--- src/rtl/exec_unit_16bit_if.sv ---
// exec_unit_16bit_if: request/result bundle between a register bank and the
// execution unit. The bank (or a bench) is the master: it raises start with
// an opcode, operands and destination. The execution unit is the slave: it
// returns busy, the write strobe with address/data, done and the status flags.
interface exec_unit_16bit_if #(
  parameter int WIDTH  = 16,
  parameter int ADDR_W = 3
);

  logic              start;
  logic [2:0]        op;
  logic [WIDTH-1:0]  opa;
  logic [WIDTH-1:0]  opb;
  logic [ADDR_W-1:0] dest;

  logic              busy;
  logic              write;
  logic [ADDR_W-1:0] write_addr;
  logic [WIDTH-1:0]  write_data;
  logic              done;
  logic              flag_z;
  logic              flag_n;
  logic              flag_c;
  logic              flag_v;

  modport master (
    output start, op, opa, opb, dest,
    input  busy, write, write_addr, write_data, done,
    input  flag_z, flag_n, flag_c, flag_v
  );

  modport slave (
    input  start, op, opa, opb, dest,
    output busy, write, write_addr, write_data, done,
    output flag_z, flag_n, flag_c, flag_v
  );

endinterface

--- src/rtl/exec_unit_16bit.sv ---
// exec_unit_16bit: multi-cycle execution unit.
// Single-cycle ALU ops take one EXEC cycle. MUL is an unsigned shift-add over
// WIDTH cycles. Every op then finishes with one WB cycle that strobes write
// and done. The result, destination and flags are registered on the edge
// into WB and hold there until the next WB, so consumers qualify them with write.
module exec_unit_16bit #(
  parameter int WIDTH  = 16,
  parameter int ADDR_W = 3
) (
  input logic              clk,
  input logic              reset_n,
  exec_unit_16bit_if.slave bus
);

  // Shift amounts and the multiply bit counter both span one operand width.
  localparam int              SH_W     = $clog2(WIDTH);
  localparam logic [SH_W-1:0] LAST_CNT = SH_W'(WIDTH - 1);

  typedef enum logic [1:0] {
    S_IDLE = 2'd0,
    S_EXEC = 2'd1,
    S_MUL  = 2'd2,
    S_WB   = 2'd3
  } state_t;

  typedef enum logic [2:0] {
    OP_ADD = 3'b000,
    OP_SUB = 3'b001,
    OP_AND = 3'b010,
    OP_OR  = 3'b011,
    OP_XOR = 3'b100,
    OP_SHL = 3'b101,
    OP_SHR = 3'b110,
    OP_MUL = 3'b111
  } op_t;

  // Control state.
  state_t r_state;
  state_t w_stateNext;

  // Operands captured at the accepting edge.
  op_t               r_op;
  logic [WIDTH-1:0]  r_opa;
  logic [WIDTH-1:0]  r_opb;
  logic [ADDR_W-1:0] r_dest;

  // Shift-add multiplier state.
  logic [2*WIDTH-1:0] r_acc;
  logic [2*WIDTH-1:0] r_mcand;
  logic [WIDTH-1:0]   r_mplier;
  logic [SH_W-1:0]    r_cnt;

  // Registered results presented to the register bank.
  logic [WIDTH-1:0]  r_writeData;
  logic [ADDR_W-1:0] r_writeAddr;
  logic              r_flagZ;
  logic              r_flagN;
  logic              r_flagC;
  logic              r_flagV;

  // Combinational helpers.
  logic               w_accept;
  logic               w_mulLast;
  logic               w_commit;
  logic [WIDTH:0]     w_add;
  logic [WIDTH:0]     w_sub;
  logic [WIDTH:0]     w_shl;
  logic [WIDTH:0]     w_shr;
  logic [SH_W-1:0]    w_shamt;
  logic [WIDTH-1:0]   w_aluResult;
  logic               w_aluC;
  logic               w_aluV;
  logic [2*WIDTH-1:0] w_mulSum;
  logic [WIDTH-1:0]   w_result;
  logic               w_resC;
  logic               w_resV;

  // A request is only taken in IDLE, so a start seen while busy is dropped
  // with no queuing.
  assign w_accept  = (r_state == S_IDLE) && bus.start;
  assign w_mulLast = (r_state == S_MUL) && (r_cnt == LAST_CNT);
  // The edge leaving EXEC, or the one leaving the last MUL cycle, is the
  // edge entering WB. That is where the result and flags are registered.
  assign w_commit  = (r_state == S_EXEC) || w_mulLast;

  // State register; an asserted reset_n abandons any operation in flight.
  always_ff @(posedge clk or negedge reset_n) begin
    if (!reset_n) begin
      r_state <= S_IDLE;
    end else begin
      r_state <= w_stateNext;
    end
  end

  // Next state: IDLE dispatches on opcode, EXEC lasts one cycle, MUL runs
  // until the last multiplier bit, and WB lasts one cycle.
  always_comb begin
    w_stateNext = r_state;
    case (r_state)
      S_IDLE: begin
        if (bus.start) begin
          w_stateNext = (bus.op == OP_MUL) ? S_MUL : S_EXEC;
        end
      end
      S_EXEC: w_stateNext = S_WB;
      S_MUL: begin
        if (r_cnt == LAST_CNT) begin
          w_stateNext = S_WB;
        end
      end
      S_WB:    w_stateNext = S_IDLE;
      default: w_stateNext = S_IDLE;
    endcase
  end

  // Capture the request on accept and keep it untouched until the next accept.
  always_ff @(posedge clk or negedge reset_n) begin
    if (!reset_n) begin
      r_op   <= OP_ADD;
      r_opa  <= '0;
      r_opb  <= '0;
      r_dest <= '0;
    end else if (w_accept) begin
      r_op   <= op_t'(bus.op);
      r_opa  <= bus.opa;
      r_opb  <= bus.opb;
      r_dest <= bus.dest;
    end
  end

  // Shift-add multiplier. Each MUL cycle consumes one multiplier bit, LSB
  // first, and adds the shifted multiplicand into the accumulator.
  always_ff @(posedge clk or negedge reset_n) begin
    if (!reset_n) begin
      r_acc    <= '0;
      r_mcand  <= '0;
      r_mplier <= '0;
      r_cnt    <= '0;
    end else if (w_accept) begin
      r_acc    <= '0;
      r_mcand  <= {{WIDTH{1'b0}}, bus.opa};
      r_mplier <= bus.opb;
      r_cnt    <= '0;
    end else if (r_state == S_MUL) begin
      r_acc    <= w_mulSum;
      r_mcand  <= {r_mcand[2*WIDTH-2:0], 1'b0};
      r_mplier <= {1'b0, r_mplier[WIDTH-1:1]};
      r_cnt    <= r_cnt + SH_W'(1);
    end
  end

  // This cycle's partial product. On the last MUL cycle it is the full product.
  assign w_mulSum = r_acc + (r_mplier[0] ? r_mcand : '0);

  // Single-cycle ALU. The extra top bit of the add/sub/shift vectors holds
  // the carry/borrow. For SHR an extra bottom bit catches the last bit
  // shifted out. A zero shift amount leaves both guard bits at zero.
  always_comb begin
    w_add       = {1'b0, r_opa} + {1'b0, r_opb};
    w_sub       = {1'b0, r_opa} - {1'b0, r_opb};
    w_shamt     = r_opb[SH_W-1:0];
    w_shl       = {1'b0, r_opa} << w_shamt;
    w_shr       = {r_opa, 1'b0} >> w_shamt;
    w_aluResult = '0;
    w_aluC      = 1'b0;
    w_aluV      = 1'b0;
    case (r_op)
      OP_ADD: begin
        w_aluResult = w_add[WIDTH-1:0];
        w_aluC      = w_add[WIDTH];
        w_aluV      = (r_opa[WIDTH-1] == r_opb[WIDTH-1]) &&
                      (w_add[WIDTH-1] != r_opa[WIDTH-1]);
      end
      OP_SUB: begin
        w_aluResult = w_sub[WIDTH-1:0];
        w_aluC      = w_sub[WIDTH];
        w_aluV      = (r_opa[WIDTH-1] != r_opb[WIDTH-1]) &&
                      (w_sub[WIDTH-1] != r_opa[WIDTH-1]);
      end
      OP_AND: w_aluResult = r_opa & r_opb;
      OP_OR:  w_aluResult = r_opa | r_opb;
      OP_XOR: w_aluResult = r_opa ^ r_opb;
      OP_SHL: begin
        w_aluResult = w_shl[WIDTH-1:0];
        w_aluC      = w_shl[WIDTH];
      end
      OP_SHR: begin
        w_aluResult = w_shr[WIDTH:1];
        w_aluC      = w_shr[0];
      end
      default: begin
        w_aluResult = '0;
        w_aluC      = 1'b0;
        w_aluV      = 1'b0;
      end
    endcase
  end

  // MUL reports the low half of the product. Its carry flags a non-zero
  // upper half.
  assign w_result = (r_state == S_MUL) ? w_mulSum[WIDTH-1:0] : w_aluResult;
  assign w_resC   = (r_state == S_MUL) ? (|w_mulSum[2*WIDTH-1:WIDTH]) : w_aluC;
  assign w_resV   = (r_state == S_MUL) ? 1'b0 : w_aluV;

  // Result, destination and flags load only on the edge into WB and hold
  // until the next one.
  always_ff @(posedge clk or negedge reset_n) begin
    if (!reset_n) begin
      r_writeData <= '0;
      r_writeAddr <= '0;
      r_flagZ     <= 1'b0;
      r_flagN     <= 1'b0;
      r_flagC     <= 1'b0;
      r_flagV     <= 1'b0;
    end else if (w_commit) begin
      r_writeData <= w_result;
      r_writeAddr <= r_dest;
      r_flagZ     <= (w_result == '0);
      r_flagN     <= w_result[WIDTH-1];
      r_flagC     <= w_resC;
      r_flagV     <= w_resV;
    end
  end

  // Status outputs decode straight from the registered state, so write and
  // done are a clean single-cycle pulse in WB.
  assign bus.busy       = (r_state != S_IDLE);
  assign bus.write      = (r_state == S_WB);
  assign bus.done       = (r_state == S_WB);
  assign bus.write_addr = r_writeAddr;
  assign bus.write_data = r_writeData;
  assign bus.flag_z     = r_flagZ;
  assign bus.flag_n     = r_flagN;
  assign bus.flag_c     = r_flagC;
  assign bus.flag_v     = r_flagV;

endmodule

--- src/flat_wrapper.sv ---
// flat-port wrapper written by rule: the top's interface ports become plain ports
module exec_unit_16bit_flat 
#(
  parameter int WIDTH  = 16,
  parameter int ADDR_W = 3
)
  (clk, reset_n, bus_start, bus_op, bus_opa, bus_opb, bus_dest, bus_busy, bus_write, bus_write_addr, bus_write_data, bus_done, bus_flag_z, bus_flag_n, bus_flag_c, bus_flag_v);
  exec_unit_16bit_if #(.WIDTH(WIDTH), .ADDR_W(ADDR_W)) bus_i ();
  input logic clk;
  input logic reset_n;
  input wire logic [$bits(bus_i.start)-1:0] bus_start;
  input wire logic [$bits(bus_i.op)-1:0] bus_op;
  input wire logic [$bits(bus_i.opa)-1:0] bus_opa;
  input wire logic [$bits(bus_i.opb)-1:0] bus_opb;
  input wire logic [$bits(bus_i.dest)-1:0] bus_dest;
  output wire logic [$bits(bus_i.busy)-1:0] bus_busy;
  output wire logic [$bits(bus_i.write)-1:0] bus_write;
  output wire logic [$bits(bus_i.write_addr)-1:0] bus_write_addr;
  output wire logic [$bits(bus_i.write_data)-1:0] bus_write_data;
  output wire logic [$bits(bus_i.done)-1:0] bus_done;
  output wire logic [$bits(bus_i.flag_z)-1:0] bus_flag_z;
  output wire logic [$bits(bus_i.flag_n)-1:0] bus_flag_n;
  output wire logic [$bits(bus_i.flag_c)-1:0] bus_flag_c;
  output wire logic [$bits(bus_i.flag_v)-1:0] bus_flag_v;
  assign bus_i.start = bus_start;
  assign bus_i.op = bus_op;
  assign bus_i.opa = bus_opa;
  assign bus_i.opb = bus_opb;
  assign bus_i.dest = bus_dest;
  assign bus_busy = bus_i.busy;
  assign bus_write = bus_i.write;
  assign bus_write_addr = bus_i.write_addr;
  assign bus_write_data = bus_i.write_data;
  assign bus_done = bus_i.done;
  assign bus_flag_z = bus_i.flag_z;
  assign bus_flag_n = bus_i.flag_n;
  assign bus_flag_c = bus_i.flag_c;
  assign bus_flag_v = bus_i.flag_v;
  exec_unit_16bit #(.WIDTH(WIDTH), .ADDR_W(ADDR_W)) u_core (.clk(clk), .reset_n(reset_n), .bus(bus_i));
endmodule
--- config.mk ---
export PLATFORM = sky130hd
export DESIGN_NAME = exec_unit_16bit_flat
export DESIGN_NICKNAME = d
export VERILOG_FILES = /design/src/rtl/exec_unit_16bit_if.sv /design/src/rtl/exec_unit_16bit.sv /design/src/flat_wrapper.sv
export SDC_FILE = /design/constraint.sdc
export NUM_CORES = 1
export LEC_CHECK = 0
export CAP_MARGIN = 10
export CELL_PAD_IN_SITES_DETAIL_PLACEMENT = 1
export CELL_PAD_IN_SITES_GLOBAL_PLACEMENT = 1
export CORE_MARGIN = 5
export CORE_UTILIZATION = 47
export DETAILED_ROUTE_END_ITERATION = 7
export PLACE_DENSITY_LB_ADDON = 0.1
export SYNTH_ARGS = -nofsm -noshare
export SYNTH_HDL_FRONTEND = slang
export SYNTH_SLANG_ARGS = --single-unit
--- constraint.sdc ---
create_clock -name clk -period 3.7 [get_ports clk]
set_input_delay 0.74 -clock clk [delete_from_list [all_inputs] [get_ports clk]]
set_output_delay 0.74 -clock clk [all_outputs]
set_load 0.005 [all_outputs]
Word-level counts from Yosys, hierarchy flattened:

Index checks and enable logic that the tools add are counted.

* bits in registers: 147
* bits of input ports: 41
* output and inout port bits: 26
* word-level logic and storage cells: 72

* add/sub/neg operators: 4
* eq/ne operators: 17
* shift-type cells: 2
* multiplexer cells: 19
* bitwise operators: 3
* reductions and logical operators: 12

Operators by type and width (count)
* $mux 32: 5
* $pmux 16 s7: 1
* $mux 16: 3
* $add 32x32->32: 1
* $add 16x16->17: 1
* $shl 16x4->17: 1
* $shr 17x4->17: 1
* $sub 16x16->17: 1
* $and 16x16->16: 1
* $logic_not 16->1: 1
* $or 16x16->16: 1
* $reduce_or 16->1: 1
* $xor 16x16->16: 1
* $eq 3x3->1 const B: 4
* $mux 4: 2
* $pmux 2 s4: 1
* $eq 3x2->1 const B: 2
* $mux 2: 3
* $add 4x1->4 const B: 1
* $eq 2x2->1 const B: 2
* $eq 4x4->1 const B: 1
* $logic_and 1x1->1: 4
* $pmux 1 s4: 1
* $reduce_bool 2->1: 2
* other kinds (12): 15

Depth between registers and ports, before layout:

* depth in word-level cells: 5
* depth in mapped cells: 14
* gate-level depth less buffers: 13

Least setup slack after synthesis:

Ideal clock, no wire load.

* path kind: reg2reg
* start: register u_core.r_opb[2]
* end: register u_core.r_flagZ, in the netlist u_core.bus.flag_z
* setup time: 104 ps
* arrival time: 3202 ps
* data required time: 3596 ps
* path slack: 394 ps
* cell stages (with the launch flop): 14
* path buffers: 2
* clock period less this slack: 3306 ps
* cell sequence: dfrtp_1 > clkbuf_8 > inv_1 > clkbuf_1 > ha_1 > nand2b_1 > a221oi_1 > o2111ai_1 > and4_1 > o31a_1 > a211oi_1 > nor3b_1 > nand4_1 > o41ai_2

* longest elaborated chain between the ends: 4
* elaborated cells on any way between the ends: 10
* classes of those cells: add/sub: 2; shift: 2; mux: 2; bitwise: 3; reduce/logical: 1

Ends and longest elaborated chain
* from (decl): line exec_unit_16bit.sv:44 `logic [WIDTH-1:0] r_opb;`
* from (signal assigned): line exec_unit_16bit.sv:126 `r_opb <= bus.opb;`
* $sub 16x16->17, or another cell as far along: line exec_unit_16bit.sv:160 `w_sub = {1'b0, r_opa} - {1'b0, r_opb};`
* $pmux 16 s7 (*): line exec_unit_16bit.sv:167 `case (r_op)`
* $mux 16 (*): line exec_unit_16bit.sv:201 `assign w_result = (r_state == S_MUL) ? w_mulSum[WIDTH-1:0] : w_aluResult;`
* $logic_not 16->1 (*): line exec_unit_16bit.sv:218 `r_flagZ <= (w_result == '0);`
* to (signal assigned): line exec_unit_16bit.sv:218
* to (decl): line exec_unit_16bit.sv:56 `logic r_flagZ;`

Mark *: on every way between the ends. The rest lies on a longest branch, timed or not.
A chain may end at the register's enable or synchronous reset.

Worst setup path in the final report:

* start: register u_core.r_mplier[0]
* end: register u_core.r_flagC, in the netlist u_core.bus.flag_c

* longest elaborated chain between the ends: 4

Ends and longest elaborated chain
* from (decl): line exec_unit_16bit.sv:50 `logic [WIDTH-1:0] r_mplier;`
* from (signal assigned): line exec_unit_16bit.sv:142 `r_mplier <= bus.opb;`
* from (signal assigned): line exec_unit_16bit.sv:147 `r_mplier <= {1'b0, r_mplier[WIDTH-1:1]};`
* $mux 32: line exec_unit_16bit.sv:153 `assign w_mulSum = r_acc + (r_mplier[0] ? r_mcand : '0);`
* $add 32x32->32: line exec_unit_16bit.sv:153
* $reduce_or 16->1: line exec_unit_16bit.sv:202 `assign w_resC = (r_state == S_MUL) ? (|w_mulSum[2*WIDTH-1:WIDTH]) : w_aluC;`
* $mux 1: line exec_unit_16bit.sv:202
* to (signal assigned): line exec_unit_16bit.sv:220 `r_flagC <= w_resC;`
* to (decl): line exec_unit_16bit.sv:58 `logic r_flagC;`

No other way between the ends.

==> summary.txt <==
Number of top-level pins = 67
Avg Synthesized Cell Area = 8.52 µm²
Setup violators final = 0
Power Dens Cells = 1100 nW/µm²
Status = complete, no violations
Die Ht = 173 µm
Residual DRC = 0
Mapped Nets = 1,591
Register area = 3660 µm²
Multi-input combinational cell area = 8140 µm²
Worst R2R Start = u_core.r_mplier[0]
Mapped Cells = 1,458
WP data arrival = 3.90 ns
Synth Warn # = 0
Root buffer cell = clkbuf_16
H-tree Lvls = 4
Maxcap violations = 0
Critical Path RT = 3.98 ns
Min cycle time layout = 3.62 ns
FF+latch count, synth = 146
Commonest cells after routing, fill and taps aside = nand2_1 (154), dfrtp_1 (144), nor2_1 (132)
Die ar. = 29,800 µm²
Layout cells sized above 1 = 12.3%
Vias in the first global route = 12.5k
Cell Area, Placed = 13,600 µm²
R2R depth = 12
Skew final = 0.0205 ns
Worst slew pin tran = 1.09 ns
Reg2reg setup slack = 0.08 ns
Final period util = 97.9%
Area Growth Syn to Fin = 16.0%
CTS max path bufs = 2
Filler instances = 3,104
Count of unique library cells instantiated by Yosys = 99
Vias = 12.0k
Synth Area in Simple Gates = 18.8%
Drt first pass iters = 5
Total wire length = 48,400 µm
Maximum vdd drop = 0.000746 V
First-pass GRT wire length = 74,300 µm
Hold Slack = 0.367 ns
Clock sink total = 146
Most common cell after layout, fill and taps aside = nand2_1
GRT overflow = 0
Starting DRT DRC Count = 845
Post-CTS Hold Fix Bufs = 0
Mapped Area = 12,400 µm²
CP startpoint kind = flop
Initial Util = 47.7%
Clk_lat worst skew = 0.45 ns
Min-delay worst type = in -> async
Design area = 14,400 µm²
Initial antenna violation count = 3
Slew Viols, Final = 0
XOR/XNOR Fraction of Synth Area = 2.12%
Worst slew margin = 27.2%
CP Class = reg -> reg
Max frequency = 276 MHz
Total Nets Final = 1,661
Share of flip-flops with an asynchronous set or reset = 100%
Synth Area in Compound Gates = 23.1%
Core Rows = 59
All-Layer GR Usage = 31.3%
Detail Route Antenna Nets = 0
Die W = 173 µm
Worst-path clk slew = 0.07 ns
CTS tree = done
Drt wl/cell = 25.8 µm
Post-Synth Adder-Cell Area = 9.45%
Detailed Place HPWL = 36,600 µm
Register area share after synthesis = 29.4%
CORE AREA = 26,100 µm²
Hold Violations, Final = 0
Largest family of logic cells by synthesized area = compound AO/OA/AOI/OAI gates
Inserted Clock Buffers = 17
Routed vias/inst = 6.42
CP endpoint kind = flop
Largest net degree at the start of global routing = 90
Critical path peak fanout = 12
Setup TNS = 0 ns
Post-synthesis mux area share = 10.8%
Most common flop cell mapped by yosys = dfrtp_1
Post-synth EDFFs = 0
IO buf count = 66
P_leak = 6.33 nW
Reg2reg end = u_core.bus.flag_c
Routability Congestion = 1.02
## per-layer routing
metal  track usage (%)  up-vias  wire (µm)
li1                  -     5440          -
met1              38.3     6030      19500
met2              52.7      433      23400
met3              5.24      135       2610
met4              16.7        4       2870
met5                 0        -         32
## final cells by class
class                      count  area share [%]
antenna                        1          0.0174
clock buffer                  21            3.20
clock inverter                 9            1.09
inverter                      62            1.61
multi-input combinational   1149            56.5
sequential                   146            25.4
tap                          335            2.91
timing repair buffer         152            9.33
## cell usage after synthesis, types with 11 or more instances
master    number  area (µm²)
a21oi_1       98         490
a22oi_1       12        90.1
ha_1          89        1110
a21o_1        16         120
nor3_1        34         170
a211oi_1      19         143
mux4_2        12         270
mux2i_1       78         781
or3_1         11        68.8
nand2b_1      13        81.3
dfrtp_1      146        3650
o21ai_0      119         596
and2_1        32         200
nand2_1      154         578
nand3_1       23         115
clkbuf_1      61         229
inv_1         59         221
nor2_1       132         495
buf_2         16        80.1
buf_6         11         124
nand4_1       12        75.1
a31oi_1       19         119
xor2_1        13         114
o211ai_1      21         158
xnor2_1       17         149
nor2b_1       15        93.8
## kinds of logic (layout without fill, tap and decap cells)
logic type	after synthesis	after routing
other cells	0	1
simple gates	483	483
mux	107	107
xor+xnor	30	30
fa+ha+maj	92	92
compound gates	437	437
flops	146	146
buf+inv	163	244
## stage by stage
step	utilization (%)	setup WS [ns]	cells	total power, mW
after floorplan	-	0.394	1458	9.67
after CTS	54.7	0.000764	1872	15.5
after global placement	52.3	0.173	1842	13.3
after detailed placement	52.3	-0.0630	1842	13.5
final	55.3	0.0791	1875	15.8
after global routing	55.3	-0.0136	1875	16.7
## registers in the layout (all words and copies together), names as in the netlist, 2 cells and up
signal / cells
u_core.bus.write_addr: 3
u_core.bus.write_data: 15
u_core.r_acc: 32
u_core.r_cnt: 4
u_core.r_dest: 3
u_core.r_mcand: 32
u_core.r_mplier: 16
u_core.r_op: 3
u_core.r_opa: 16
u_core.r_opb: 16
u_core.r_state: 2
## where the power goes
group / internal (mW) / switching, mW / leakage, nW / total [mW]
clock: 1.16 / 0.767 / 0.303 / 1.93
combinational: 4.30 / 6.57 / 4.17 / 10.9
sequential: 2.32 / 0.730 / 1.85 / 3.05
## worst max path at each step
stage | cells past startpoint | slack [ns] | to | start
CTS | 12 | 0.0008 | u_core.bus.flag_c | u_core.r_mplier[0]
finish | 12 | 0.08 | u_core.bus.flag_c | u_core.r_mplier[0]
detailed placement | 12 | -0.06 | u_core.bus.flag_c | u_core.r_mplier[0]
global route | 12 | -0.01 | u_core.bus.flag_c | u_core.r_mplier[0]
global placement | 11 | 0.17 | u_core.bus.flag_c | u_core.r_mplier[0]
floorplan | 13 | 0.39 | u_core.bus.flag_z | u_core.r_opb[2]
## critical path, cell delays in order, from the launching register on
cell	delay [ns]
dfrtp_1	0.42
buf_4	0.20
and2_1	0.15
ha_1	0.39
a21oi_2	0.25
o21ai_0	0.15
a221oi_2	0.27
a31oi_1	0.14
or4_1	0.46
a221oi_2	0.35
and4b_1	0.25
nor4b_2	0.24
a41oi_1	0.19
## what timing repair did
action,in CTS,in global routing
setup endpoints to repair,1,2
gates resized for setup,4,26
pin swaps,0,8
buffers inserted,0,2
No activity file was read; power rests on OpenSTA's default activity.
